**src/rtl/cu_pkg.sv**
```systemverilog
// Shared definitions for the LEGv8 multi-cycle sequencer:
// state encodings, opcodes, control-word bit positions and field codes.
package cu_pkg;

    // Sequencer states; encodings are visible on state_out for debug.
    typedef enum logic [3:0] {
        S_FETCH  = 4'd0,
        S_DECODE = 4'd1,
        S_EXEC   = 4'd2,
        S_MADDR  = 4'd3,
        S_MWAIT  = 4'd4,
        S_WB     = 4'd5,
        S_BRANCH = 4'd6,
        S_FAULT  = 4'd15
    } state_t;

    // IR[31:21] opcodes for the supported R-format and D-format ops.
    localparam logic [10:0] OP_ADD  = 11'b10001011000;
    localparam logic [10:0] OP_SUB  = 11'b11001011000;
    localparam logic [10:0] OP_AND  = 11'b10001010000;
    localparam logic [10:0] OP_ORR  = 11'b10101010000;
    localparam logic [10:0] OP_EOR  = 11'b11001010000;
    localparam logic [10:0] OP_ADDS = 11'b10101011000;
    localparam logic [10:0] OP_SUBS = 11'b11101011000;
    localparam logic [10:0] OP_ANDS = 11'b11101010000;
    localparam logic [10:0] OP_LDUR = 11'b11111000010;
    localparam logic [10:0] OP_STUR = 11'b11111000000;
    // B and CBZ use shorter opcode fields (IR[31:26] and IR[31:24]).
    localparam logic [5:0]  OP_B    = 6'b000101;
    localparam logic [7:0]  OP_CBZ  = 8'b10110100;

    // Control-word bit positions (LSB of each multi-bit field).
    localparam int CW_FS    = 31;
    localparam int CW_SA    = 26;
    localparam int CW_SB    = 21;
    localparam int CW_DA    = 16;
    localparam int CW_WREG  = 15;
    localparam int CW_C0    = 14;
    localparam int CW_MCS   = 12;
    localparam int CW_BSEL  = 11;
    localparam int CW_MEMW  = 10;
    localparam int CW_IRLD  = 9;
    localparam int CW_STLD  = 8;
    localparam int CW_SIZE  = 6;
    localparam int CW_ADDT  = 5;
    localparam int CW_DATT  = 4;
    localparam int CW_PCSEL = 3;
    localparam int CW_PCFS  = 1;

    // ALU function-select codes.
    localparam logic [4:0] FS_ADD = 5'b01000;
    localparam logic [4:0] FS_SUB = 5'b01001;
    localparam logic [4:0] FS_AND = 5'b00000;
    localparam logic [4:0] FS_ORR = 5'b00100;
    localparam logic [4:0] FS_EOR = 5'b01100;

    // PC function select.
    localparam logic [1:0] PCFS_HOLD = 2'b00;
    localparam logic [1:0] PCFS_INC  = 2'b01;
    localparam logic [1:0] PCFS_IMM  = 2'b10;

    // Memory chip-select.
    localparam logic [1:0] MCS_IDLE  = 2'b00;
    localparam logic [1:0] MCS_DATA  = 2'b01;
    localparam logic [1:0] MCS_INSTR = 2'b10;

    // Immediate select.
    localparam logic [1:0] KM_NONE = 2'b00;
    localparam logic [1:0] KM_D    = 2'b01;
    localparam logic [1:0] KM_B    = 2'b10;
    localparam logic [1:0] KM_CB   = 2'b11;

    // Access size for data transfers (doubleword).
    localparam logic [1:0] SIZE_DW = 2'b11;

    // Register index of XZR.
    localparam logic [4:0] REG_XZR = 5'd31;

    // ALU operation family; the S variant is carried separately.
    typedef enum logic [2:0] {
        ALU_ADD,
        ALU_SUB,
        ALU_AND,
        ALU_ORR,
        ALU_EOR
    } alu_op_t;

    // One-hot instruction class produced by cu_opclass.
    typedef struct packed {
        logic r_alu;
        logic load;
        logic store;
        logic br;
        logic cbz;
        logic illegal;
    } opclass_t;

    function automatic logic [4:0] alu_fs(input alu_op_t op);
        logic [4:0] fs;
        fs = FS_ADD;
        case (op)
            ALU_ADD: fs = FS_ADD;
            ALU_SUB: fs = FS_SUB;
            ALU_AND: fs = FS_AND;
            ALU_ORR: fs = FS_ORR;
            ALU_EOR: fs = FS_EOR;
            default: fs = FS_ADD;
        endcase
        return fs;
    endfunction

endpackage

```
**src/rtl/cu_opclass.sv**
```systemverilog
// Combinational opcode classifier: IR[31:21] -> one-hot class + ALU op.
// Ports: i_opcode (IR[31:21]); o_class, o_alu_op, o_set_flags.
module cu_opclass
    import cu_pkg::*;
(
    input  logic [10:0] i_opcode,
    output opclass_t    o_class,
    output alu_op_t     o_alu_op,
    output logic        o_set_flags
);

    always_comb begin
        o_class     = '0;
        o_alu_op    = ALU_ADD;
        o_set_flags = 1'b0;
        case (i_opcode)
            OP_ADD: begin
                o_class.r_alu = 1'b1;
                o_alu_op      = ALU_ADD;
            end
            OP_ADDS: begin
                o_class.r_alu = 1'b1;
                o_alu_op      = ALU_ADD;
                o_set_flags   = 1'b1;
            end
            OP_SUB: begin
                o_class.r_alu = 1'b1;
                o_alu_op      = ALU_SUB;
            end
            OP_SUBS: begin
                o_class.r_alu = 1'b1;
                o_alu_op      = ALU_SUB;
                o_set_flags   = 1'b1;
            end
            OP_AND: begin
                o_class.r_alu = 1'b1;
                o_alu_op      = ALU_AND;
            end
            OP_ANDS: begin
                o_class.r_alu = 1'b1;
                o_alu_op      = ALU_AND;
                o_set_flags   = 1'b1;
            end
            OP_ORR: begin
                o_class.r_alu = 1'b1;
                o_alu_op      = ALU_ORR;
            end
            OP_EOR: begin
                o_class.r_alu = 1'b1;
                o_alu_op      = ALU_EOR;
            end
            OP_LDUR: o_class.load  = 1'b1;
            OP_STUR: o_class.store = 1'b1;
            default: begin
                // Branch forms carry immediates in the low opcode bits,
                // so only their fixed prefix is compared.
                if (i_opcode[10:5] == OP_B)
                    o_class.br = 1'b1;
                else if (i_opcode[10:3] == OP_CBZ)
                    o_class.cbz = 1'b1;
                else
                    o_class.illegal = 1'b1;
            end
        endcase
    end

endmodule

```
**src/rtl/cu_seq.sv**
```systemverilog
// Multi-cycle LEGv8 instruction sequencer driving the 36-bit control word.
// Ports: clock, reset_n (sync, active-low), instr, status {N,Z,C,V},
//        mem_ready; state_out, controlWord, k_mux, fault (sticky).
module cu_seq
    import cu_pkg::*;
#(
    parameter int TIMEOUT_CYC = 16,
    parameter int CNT_W       = 5
) (
    input  logic        clock,
    input  logic        reset_n,
    input  logic [31:0] instr,
    input  logic [3:0]  status,
    input  logic        mem_ready,
    output logic [3:0]  state_out,
    output logic [35:0] controlWord,
    output logic [1:0]  k_mux,
    output logic        fault
);

    state_t           r_state;
    logic [31:0]      r_ir;
    logic [CNT_W-1:0] r_cnt;
    logic             r_fault;

    state_t           w_next;
    opclass_t         w_cls;
    alu_op_t          w_alu;
    logic             w_setf;
    logic [CNT_W-1:0] w_cnt_inc;
    logic             w_timeout;
    logic             w_waiting;
    logic [35:0]      w_cw;
    logic [1:0]       w_km;
    logic [4:0]       w_rn;
    logic [4:0]       w_rm;
    logic [4:0]       w_rd;
    logic             w_unused;

    assign w_rn = r_ir[9:5];
    assign w_rm = r_ir[20:16];
    assign w_rd = r_ir[4:0];

    // Immediate fields are consumed by the datapath, not the sequencer.
    assign w_unused = ^{r_ir[15:10], status[3], status[1:0]};

    cu_opclass u_opclass (
        .i_opcode    (r_ir[31:21]),
        .o_class     (w_cls),
        .o_alu_op    (w_alu),
        .o_set_flags (w_setf)
    );

    // Timeout fires on the cycle the counter would reach TIMEOUT_CYC;
    // a simultaneous mem_ready takes priority in the next-state logic.
    assign w_waiting = (r_state == S_FETCH) || (r_state == S_MWAIT);
    assign w_cnt_inc = r_cnt + 1'b1;
    assign w_timeout = (w_cnt_inc == CNT_W'(TIMEOUT_CYC));

    // State register.
    always_ff @(posedge clock) begin
        if (!reset_n)
            r_state <= S_FETCH;
        else
            r_state <= w_next;
    end

    // IR, wait counter and sticky fault.
    always_ff @(posedge clock) begin
        if (!reset_n) begin
            r_ir    <= '0;
            r_cnt   <= '0;
            r_fault <= 1'b0;
        end else begin
            if ((r_state == S_FETCH) && mem_ready)
                r_ir <= instr;
            if (w_next != r_state)
                r_cnt <= '0;
            else if (w_waiting)
                r_cnt <= w_cnt_inc;
            if (w_next == S_FAULT)
                r_fault <= 1'b1;
        end
    end

    // Next-state logic.
    always_comb begin
        w_next = r_state;
        unique case (r_state)
            S_FETCH: begin
                if (mem_ready)
                    w_next = S_DECODE;
                else if (w_timeout)
                    w_next = S_FAULT;
            end
            S_DECODE: begin
                unique case (1'b1)
                    w_cls.r_alu:   w_next = S_EXEC;
                    w_cls.load:    w_next = S_MADDR;
                    w_cls.store:   w_next = S_MADDR;
                    w_cls.br:      w_next = S_BRANCH;
                    w_cls.cbz:     w_next = S_BRANCH;
                    w_cls.illegal: w_next = S_FAULT;
                    default:       w_next = S_FAULT;
                endcase
            end
            S_EXEC:  w_next = S_FETCH;
            S_MADDR: w_next = S_MWAIT;
            S_MWAIT: begin
                if (mem_ready)
                    w_next = w_cls.store ? S_FETCH : S_WB;
                else if (w_timeout)
                    w_next = S_FAULT;
            end
            S_WB:     w_next = S_FETCH;
            S_BRANCH: w_next = S_FETCH;
            S_FAULT:  w_next = S_FAULT;
            default:  w_next = S_FAULT;
        endcase
    end

    // Control-word generation.
    always_comb begin
        w_cw = '0;
        w_km = KM_NONE;
        unique case (r_state)
            S_FETCH: begin
                w_cw[CW_MCS +: 2] = MCS_INSTR;
                w_cw[CW_ADDT]     = 1'b1;
                w_cw[CW_IRLD]     = 1'b1;
                if (mem_ready)
                    w_cw[CW_PCFS +: 2] = PCFS_INC;
            end
            S_EXEC: begin
                w_cw[CW_FS +: 5] = alu_fs(w_alu);
                w_cw[CW_SA +: 5] = w_rn;
                w_cw[CW_SB +: 5] = w_rm;
                w_cw[CW_DA +: 5] = w_rd;
                w_cw[CW_WREG]    = 1'b1;
                w_cw[CW_C0]      = (w_alu == ALU_SUB);
                w_cw[CW_STLD]    = w_setf;
            end
            S_MADDR: begin
                w_cw[CW_FS +: 5] = FS_ADD;
                w_cw[CW_SA +: 5] = w_rn;
                w_cw[CW_BSEL]    = 1'b1;
                w_km             = KM_D;
            end
            S_MWAIT: begin
                w_cw[CW_FS +: 5]   = FS_ADD;
                w_cw[CW_SA +: 5]   = w_rn;
                w_cw[CW_BSEL]      = 1'b1;
                w_cw[CW_MCS +: 2]  = MCS_DATA;
                w_cw[CW_SIZE +: 2] = SIZE_DW;
                w_km               = KM_D;
                // Stores drive Rt onto the data bus; loads only address.
                if (w_cls.store) begin
                    w_cw[CW_MEMW]    = 1'b1;
                    w_cw[CW_SB +: 5] = w_rd;
                    w_cw[CW_DATT]    = 1'b1;
                end
            end
            S_WB: begin
                w_cw[CW_DA +: 5]  = w_rd;
                w_cw[CW_WREG]     = 1'b1;
                w_cw[CW_MCS +: 2] = MCS_DATA;
            end
            S_BRANCH: begin
                if (w_cls.br) begin
                    w_cw[CW_PCFS +: 2] = PCFS_IMM;
                    w_cw[CW_PCSEL]     = 1'b1;
                    w_km               = KM_B;
                end else begin
                    // CBZ: pass Rt through the ALU against XZR; the
                    // datapath's registered Z flag decides the branch.
                    w_cw[CW_FS +: 5]   = FS_ADD;
                    w_cw[CW_SA +: 5]   = w_rd;
                    w_cw[CW_SB +: 5]   = REG_XZR;
                    w_cw[CW_PCFS +: 2] = status[2] ? PCFS_IMM : PCFS_HOLD;
                    w_km               = KM_CB;
                end
            end
            default: begin
                w_cw = '0;
                w_km = KM_NONE;
            end
        endcase
    end

    // Control outputs are held quiet for the whole time reset is asserted.
    assign controlWord = reset_n ? w_cw : '0;
    assign k_mux       = reset_n ? w_km : KM_NONE;
    assign state_out   = r_state;
    assign fault       = r_fault;

endmodule

```
**config.mk**
```make
export PLATFORM = sky130hd
export DESIGN_NAME = cu_seq
export DESIGN_NICKNAME = d
export VERILOG_FILES = /design/src/rtl/cu_pkg.sv /design/src/rtl/cu_opclass.sv /design/src/rtl/cu_seq.sv
export SDC_FILE = /design/constraint.sdc
export NUM_CORES = 1
export LEC_CHECK = 0
export ABC_AREA = 1
export CORE_MARGIN = 10
export CORE_UTILIZATION = 44
export DETAILED_ROUTE_END_ITERATION = 12
export PLACE_DENSITY = 0.78
export SETUP_SLACK_MARGIN = 0.3
export SYNTH_ARGS = -nofsm -noshare
export SYNTH_HDL_FRONTEND = slang
export SYNTH_SLANG_ARGS = --single-unit
```
**constraint.sdc**
```tcl
create_clock -name clock -period 2.3 [get_ports clock]
set_input_delay 0.46 -clock clock [delete_from_list [all_inputs] [get_ports clock]]
set_output_delay 0.46 -clock clock [all_outputs]
set_load 0.1 [all_outputs]
```
==> flow_summary.json, run 1 <==
{
  "crit_path_cell_trace": "buf_4, nand3_4, nor2_4, a31oi_2, nor2_4, clkinvlp_4, nor2_4, buf_12",
  "met3_usage_pct": 4.41,
  "core_mm2": 0.00475,
  "cp_data_required_time_ps": 1840,
  "synth_ff_type": "dfxtp_1",
  "wirelength_mm": 11.2,
  "yosysTopAreaCellShare_pct": 33.0,
  "post-dp-hpwl_mm": 5.59,
  "critPathKind": "flip-flop to output port",
  "cts_inserted_buffers": 5,
  "critPathTopFamily": "simple AND/OR/NAND/NOR gates",
  "worst_setup_path_end_kind": "output port",
  "arrival_ps": 1990,
  "grt_overflow_total": 0,
  "die_height_um": 90.5,
  "syn_area_per_cell_um2": 6.56,
  "max_cap_violations": 0,
  "grt_max_degree": 53,
  "layout_common_cells": "buf_4 (39), buf_12 (37), nand2_1 (36), inv_1 (35), nor2_4 (31)",
  "ios": 82,
  "syn_area_mm2": 0.00219,
  "antenna_cells": 0,
  "wire_per_inst_um": 22.0,
  "root_buffer": "clkbuf_8",
  "grt_pass1_wl_mm": 13.2,
  "final_nets": 480,
  "yosysTopAreaCell": "dfxtp_1",
  "h-tree-depth": 2,
  "grt.total_usage_pct": 19.3,
  "viasPerCell": 5.99,
  "drive_gt1_share_pct": 50.8,
  "place_ws_ps": -28.6,
  "tns_ps": -1600,
  "cts_tree": "built",
  "cp_slowest_stage_delay_ps": 380,
  "core.rowCount": 25,
  "peakVddDrop_mv": 0.912,
  "powerDensity_mw_per_mm2": 1290,
  "path_max_fanout": 5,
  "synth.area.top_cells": "dfxtp_1 (33%), inv_1 (9.3%), nand2_1 (8.1%)",
  "mostFrequentLayoutCell": "buf_4",
  "numClockSinks": 36,
  "clk_pin_slew_ps": 90,
  "clkLatencyLatePin_ps": 300,
  "grt_pass1_vias": 2668,
  "drcViolationCount": 0,
  "grt_use_met1_pct": 20.9,
  "violations": "setup timing",
  "fin_crit_sh_pct": 106,
  "drt_iter0_drc": 446,
  "die_area_mm2": 0.00819,
  "slowest_stage": "dfxtp_4",
  "post-route-min-period_ps": 2450,
  "ant_nets": 0,
  "critPathBufInv": 3,
  "area_delta_synth_final_pct": 96.7,
  "hold_viol_final": 0,
  "start_util_pct": 46.0,
  "finalClockSkew_ps": 15.3,
  "setup_violations": 18,
  "synth-async-reset-ratio_pct": 0,
  "io_buffers": 69,
  "postSynthCellCount": 333,
  "drtPass1Iterations": 5,
  "cp-start-kind": "flip-flop",
  "power_leakage_nw": 1.69,
  "rsz0062_at_grt": "yes",
  "yosys.cell_types.count": 36,
  "grt-busiest-layer": "met2",
  "num_vias": 3042,
  "cpMostUsedCell": "nor2_4",
  "fp.dieW_um": 90.5,
  "cts_max_path_buffers": 2,
  "ys_ff_latch": 36,
  "setup_slack_ps": -147,
  "gp_congestion": 0.911,
  "yosys_warnings": 0,
  "antenna_found_initial": 0,
  "max_freq_mhz": 409,
  "status": "complete, but fails checks",
  "yosysSeqAreaShare_pct": 33.0,
  "final_max_slew_viol_count": 0,
  "timing.hold.ws_ps": 457,
  "holdBufCountCts": 0,
  "synth-edff-count": 0,
  "hold_class": "flip-flop to flip-flop",
  "grt_use_met2_pct": 35.5
}
## power by group
part           internal (mW)  total, mW  switching [mW]
Combinational           1.30       3.95            2.64
Clock                  0.245      0.506           0.261
Sequential             0.871       1.07           0.204
Total                   2.42       5.53            3.11
## kinds of logic after synthesis
kind of cell    share of synthesized area [%]
compound gates                           19.8
buf+inv                                  15.5
other cells                             0.172
fa+ha+maj                               0.572
mux                                     0.458
simple gates                             29.7
flops                                    33.0
xor+xnor                                0.802
## per-stage QoR
stage / instance area [µm²] / power (mW) / util, % / std cells
floorplan: 2580 / 3.33 / - / 335
global placement: 3640 / 4.00 / 76.5 / 469
detailed placement: 3640 / 4.07 / 76.5 / 469
CTS: 4020 / 4.89 / 84.6 / 500
global route: 4300 / 5.69 / 90.4 / 508
finish: 4300 / 5.53 / 90.4 / 508
## registers in the layout, summed over array words and instances (netlist names)
signal / cells
fault: 1
r_ir: 26
r_cnt: 5
state_out: 4
## final cells by class
class	count	area (µm²)
Multi-Input combinational cell	219	1650
Sequential cell	36	748
Tap cell	67	83.8
Inverter	63	282
Timing Repair Buffer	115	1440
Fill cell	194	454
Clock buffer	6	82.6
Clock inverter	2	13.8
## worst paths after layout
kind / from / to / slack (ps) / cells after the start
hold reg to reg: r_ir[22] / r_ir[22] / 460 / 2
setup / recovery: state_out[1] / controlWord[20] / -150 / 8
hold / removal: r_ir[22] / r_ir[22] / 460 / 2
setup reg to reg: state_out[1] / r_cnt[4] / 270 / 13
## metal layers
| metal | share of wire, % | routed length, µm | vias up |
|---|---|---|---|
| met5 | 0 | 0 | - |
| met4 | 7.2 | 807 | 0 |
| li1 | - | - | 1272 |
| met3 | 10 | 1110 | 101 |
| met1 | 35 | 3870 | 1390 |
| met2 | 48 | 5380 | 279 |
## worst register-to-register path: cells and delay by family (launching register included)
family | cells | cell delay (ps)
buf+inv | 2 | 290
simple gates | 11 | 1300
flops | 1 | 370
## what timing repair did
item	4_1_cts	5_1_grt
pin swaps	25	26
resized for setup	38	51
gates cloned	0	1
endpoints found under the setup margin	35	38
setup buffers	23	7
## synth_stat cells, types with 2 or more instances
| library cell | n |
|---|---|
| inv_1 | 54 |
| nand2_1 | 47 |
| nor2_1 | 46 |
| dfxtp_1 | 36 |
| a21oi_1 | 30 |
| o21ai_0 | 30 |
| nand3_1 | 10 |
| clkbuf_1 | 8 |
| buf_4 | 7 |
| inv_2 | 7 |
| nand2_2 | 7 |
| nand4_1 | 6 |
| o221ai_1 | 5 |
| o22ai_1 | 5 |
| nor2_2 | 4 |
| nor2_4 | 4 |
| nand3_2 | 3 |
| a31oi_1 | 2 |
| clkinv_1 | 2 |
| nand4_2 | 2 |
| o32ai_1 | 2 |
| xor2_1 | 2 |
Note: power is estimated with default switching activity, not from simulation.
==> run 2, diff against run 1 <==
CAP_MARGIN = 30   (was default)
==> results of run 2 <==
No change in the layout: final DEF, timing and power equal those of run 1.
==> edit 1 (flow settings as in run 2) <==
Register the output `fault` once more, without a reset; this adds one clock of latency there. The other outputs are not delayed to match.
--- a/src/rtl/cu_seq.sv
+++ b/src/rtl/cu_seq.sv
@@ -192,5 +192,7 @@
     assign k_mux       = reset_n ? w_km : KM_NONE;
     assign state_out   = r_state;
-    assign fault       = r_fault;
+    always_ff @(posedge clock) begin
+        fault <= r_fault;
+    end
 
 endmodule
Check against the original RTL: not equivalent (a bounded check fails within 4 cycles, from zero or initial values and one cycle with reset_n low).
==> edit 1 against run 2 <==
The run still ends with setup timing left. Hold slack worse by 0.10 ns. Worst setup slack lost 0.035 ns. Combinational power increased by 10%. Cell area increased by 3.1%. Routed wire length up 0.32%. Fmax fell by 1.4%. Global-route usage rose by 2.6 points. Count of clock-buffer cells in the layout rose by 1. Sequential cell count increased by 1. Final cell count up 1.6%. Area after synthesis increased by 5.6%. Clock skew decreased by 0.0081 ns. Total power grew 6.7%. Critical path type unchanged. Largest cell class unchanged. Largest power group unchanged.
==> edit 1: results <==
[cells_and_area]
multi_input_area_um2 = 1730
fillers = 222
drive_above_1_share = 0.511
seq_share = 0.172
n_clock_buffer = 7
nNonClkBuffers = 118
multi_input_cells = 218
buf_share = 0.335
nFlopsAndLatches = 37

[logic_synthesis]
synth-adder-area-share = 0.00542
yosys.cell_types.count = 39
synth.area.mux_share = 0.00434
synth_area_leaders = "dfxtp_1 32%, inv_1 9.3%, a21oi_1 6.9%, nand2_1 6.3%, nor2_1 6.3%"
synth-compound-area-share = 0.201
seq_area_frac_synth = 0.321

[clocking]
clk_pin_slew_ns = 0.07

[drt]
first_iter_violations = 346
vias_per_cell = 5.93

[global_route]
use_met2 = 0.394
grt_pass1_vias = 2996
grt_max_degree = 52
grt_pass1_wl_um = 15000
grt_usage = 0.218
use_met3 = 0.0888

[worst_setup_path]
rr_startpoint = "state_out[3]$_SDFF_PN0_"
slowest_stage = "dfxtp_2"
critPathTopFamily = "buffers and inverters"
reg2regPathDepth = 12
crit_end = "controlWord[33]"
r2r_slack_ns = 0.24
r2r_end = "r_ir[27]$_SDFFE_PN0P_"

[sta]
final-setup-viol-count = 27
setup_ws_ns = -0.183
skew_ns = 0.00716
fin_tns_setup_ns = -2.52

[place]
post-place-ws_ns = -0.0759
gp_congestion = 0.868
dpl.hpwl_um = 5800

[power]
peakVddDrop_uv = 960
p_switching_mw = 3.29
p_leak_nw = 1.67

[outcome]
status = "complete, but fails checks"
violations = "setup timing"

[hold_path]
hold_depth = 0
hold_path_end = "fault$_DFF_P_"
edit 1: metrics by stage:
stage	area, µm²	utilization	std cells	hold slack (ns)
floorplan	2700	-	339	0.331
global placement	3780	0.740	476	0.344
detailed placement	3780	0.740	476	0.346
CTS	4210	0.825	504	0.359
global route	4430	0.868	516	0.373
finish	4430	0.868	516	0.356
edit 1: cell families after synthesis:
| family | after synthesis |
|---|---|
| buffers and inverters | 85 |
| adder cells (fa/ha/maj) | 1 |
| flip-flops | 37 |
| multiplexers | 1 |
| other | 1 |
| XOR/XNOR | 2 |
| AO/OA/AOI/OAI | 80 |
| AND/OR/NAND/NOR | 130 |
edit 1: what timing repair did:
item                                    4_1_cts  5_1_grt
endpoints found under the setup margin       35       40
resized for setup                            46       36
gates cloned                                  1        0
hold endpoints to repair                      0        0
pin swaps                                    24       17
buffers inserted                             20       12
edit 1: layer usage:
metal	routed length, µm	part of all wire
met5	0	0
met4	790	0.070
met3	1360	0.12
met2	5460	0.49
met1	3590	0.32
==> edit 2 (flow settings as in run 2) <==
Without the edit above. Change the parameter `TIMEOUT_CYC` from 16 to 15.
--- a/src/rtl/cu_seq.sv
+++ b/src/rtl/cu_seq.sv
@@ -5,5 +5,5 @@
     import cu_pkg::*;
 #(
-    parameter int TIMEOUT_CYC = 16,
+    parameter int TIMEOUT_CYC = 15,
     parameter int CNT_W       = 5
 ) (
Formal check against the unedited RTL: no difference found for any inputs over 10 cycles, from zero or initial values and one cycle with reset_n low; that may be too few to reach the edited logic, so the function may still have changed.
==> edit 2 against run 2 <==
The run still ends with setup timing left. Die area is 0.98% lower. Total power is 20% higher. Sequential share of layout area is 0.94 points lower. Worst setup slack worse by 0.062 ns. Count of clock-buffer cells in the layout stayed put. Cell area is 5.7% higher. Fmax is 2.5% lower. Sequential cell count stayed put. Area after synthesis is 1.3% lower. Routed wire length is 29% higher. Largest cell class unchanged. Highest routed layer unchanged.
==> edit 2: results <==
[outcome]
status = "complete, but fails checks"
violations = "setup timing"

[global_route]
grt_usage = 0.213
grt_pass1_vias = 2868

[place]
dpl.hpwl_um = 5470
gp_congestion = 0.823
place_area_um2 = 3610

[hold_path]
hold_path_end = "r_ir[7]$_SDFFE_PN0P_"

[drt]
first_iter_violations = 558
drt_pass1_iterations = 8
vias_per_cell = 6.38
wl_um = 14400

[worst_setup_path]
rr_startpoint = "r_cnt[0]$_SDFFE_PP0P_"
r2r_end = "r_cnt[3]$_SDFFE_PP0P_"
r2r_slack_ns = -0.13
critPathArrivalTime_ns = 2.05

[logic_synthesis]
synthTopCellsByCount = "56 x inv_1, 49 x nand2_1, 49 x nor2_1, 36 x dfxtp_1, 32 x o21ai_0"
yosys.cell_types.count = 32
synth_area_leaders = "dfxtp_1 33%, inv_1 9.7%, nand2_1 8.5%, nor2_1 8.5%, o21ai_0 7.4%"
seq_area_frac_synth = 0.334

[cells_and_area]
drive_above_1_share = 0.516
finalNetCount = 505
fillers = 95

[sta]
skew_ns = 0.00937
final-setup-viol-count = 33
setup_ws_ns = -0.209

[power]
peakVddDrop_uv = 929
-- edit 2: cell types whose count changed after synthesis, sizes merged, moves of 2 or more --
| cell | change |
|---|---|
| inv | +5 |
| o32ai | -2 |
| nand2 | -2 |
| nor3 | +2 |
| nor2 | +2 |
| or2 | +2 |
-- edit 2: per-layer routing --
layer,track usage,vias up,share of wire
met1,0.207,1543,0.33
met5,0,-,0
met4,0.115,0,0.079
met2,0.392,397,0.48
li1,-,1330,-
met3,0.0665,122,0.11
-- edit 2: worst reg2reg max path: cells and delay by family, from the launching register on --
family / cells / cell delay, ns
AO/OA/AOI/OAI: 1 / 0.13
flip-flops: 1 / 0.43
AND/OR/NAND/NOR: 11 / 1.52
adder cells (fa/ha/maj): 1 / 0.29
-- edit 2: cell families (layout without fill, tap and decap cells) --
logic type	count (synthesis)	count (layout)	share of synthesized area
xor+xnor	2	2	0.00812
compound gates	79	79	0.203
other cells	1	3	0.00174
buf+inv	85	205	0.161
fa+ha+maj	2	2	0.0116
simple gates	137	138	0.281
flops	36	36	0.334
-- edit 2: what timing repair did --
action	CTS	global route
gates resized for setup	65	51
cloned	1	0
pin swaps	23	27
endpoints found under the hold margin	0	0
endpoints found under the setup margin	35	49
setup buffers	24	23
-- edit 2: cell type report --
type | count | area [µm²] | share of cell area
inverters | 67 | 299 | 0.0658
multi-input cells | 224 | 1690 | 0.373
clock buffers | 6 | 93.8 | 0.0206
clock inverters | 2 | 11.3 | 0.00248
flip-flops and latches | 36 | 748 | 0.165
well taps | 67 | 83.8 | 0.0184
repair buffers | 130 | 1620 | 0.356
-- edit 2: power by group --
group          switching [mW]  internal (mW)  total [mW]
Combinational            3.27           1.69        4.96
Sequential              0.239          0.880        1.12
Clock                   0.280          0.279       0.559
Total                    3.79           2.85        6.63
-- edit 2: stage by stage --
step / worst slack (ns) / TNS (ns)
6_report: -0.209 / -3.50
5_1_grt: -0.249 / -4.33
4_1_cts: -0.0133 / -0.0224
3_5_place_dp: -0.133 / -0.436
3_3_place_gp: -0.0840 / -0.195
2_1_floorplan: -0.611 / -4.79
-- edit 2: worst max-delay path by stage --
stage,from,endpoint,slack [ns],depth (start not counted)
final,state_out[1]$_SDFF_PN0_,controlWord[22],-0.21,10
after global routing,r_ir[30]$_SDFFE_PN0P_,controlWord[22],-0.25,9
after CTS,state_out[2]$_SDFF_PN0_,controlWord[18],-0.01,8
after detailed placement,reset_n,controlWord[8],-0.13,6
after global placement,reset_n,controlWord[8],-0.08,6
after floorplan,state_out[1]$_SDFF_PN0_,controlWord[16],-0.61,8
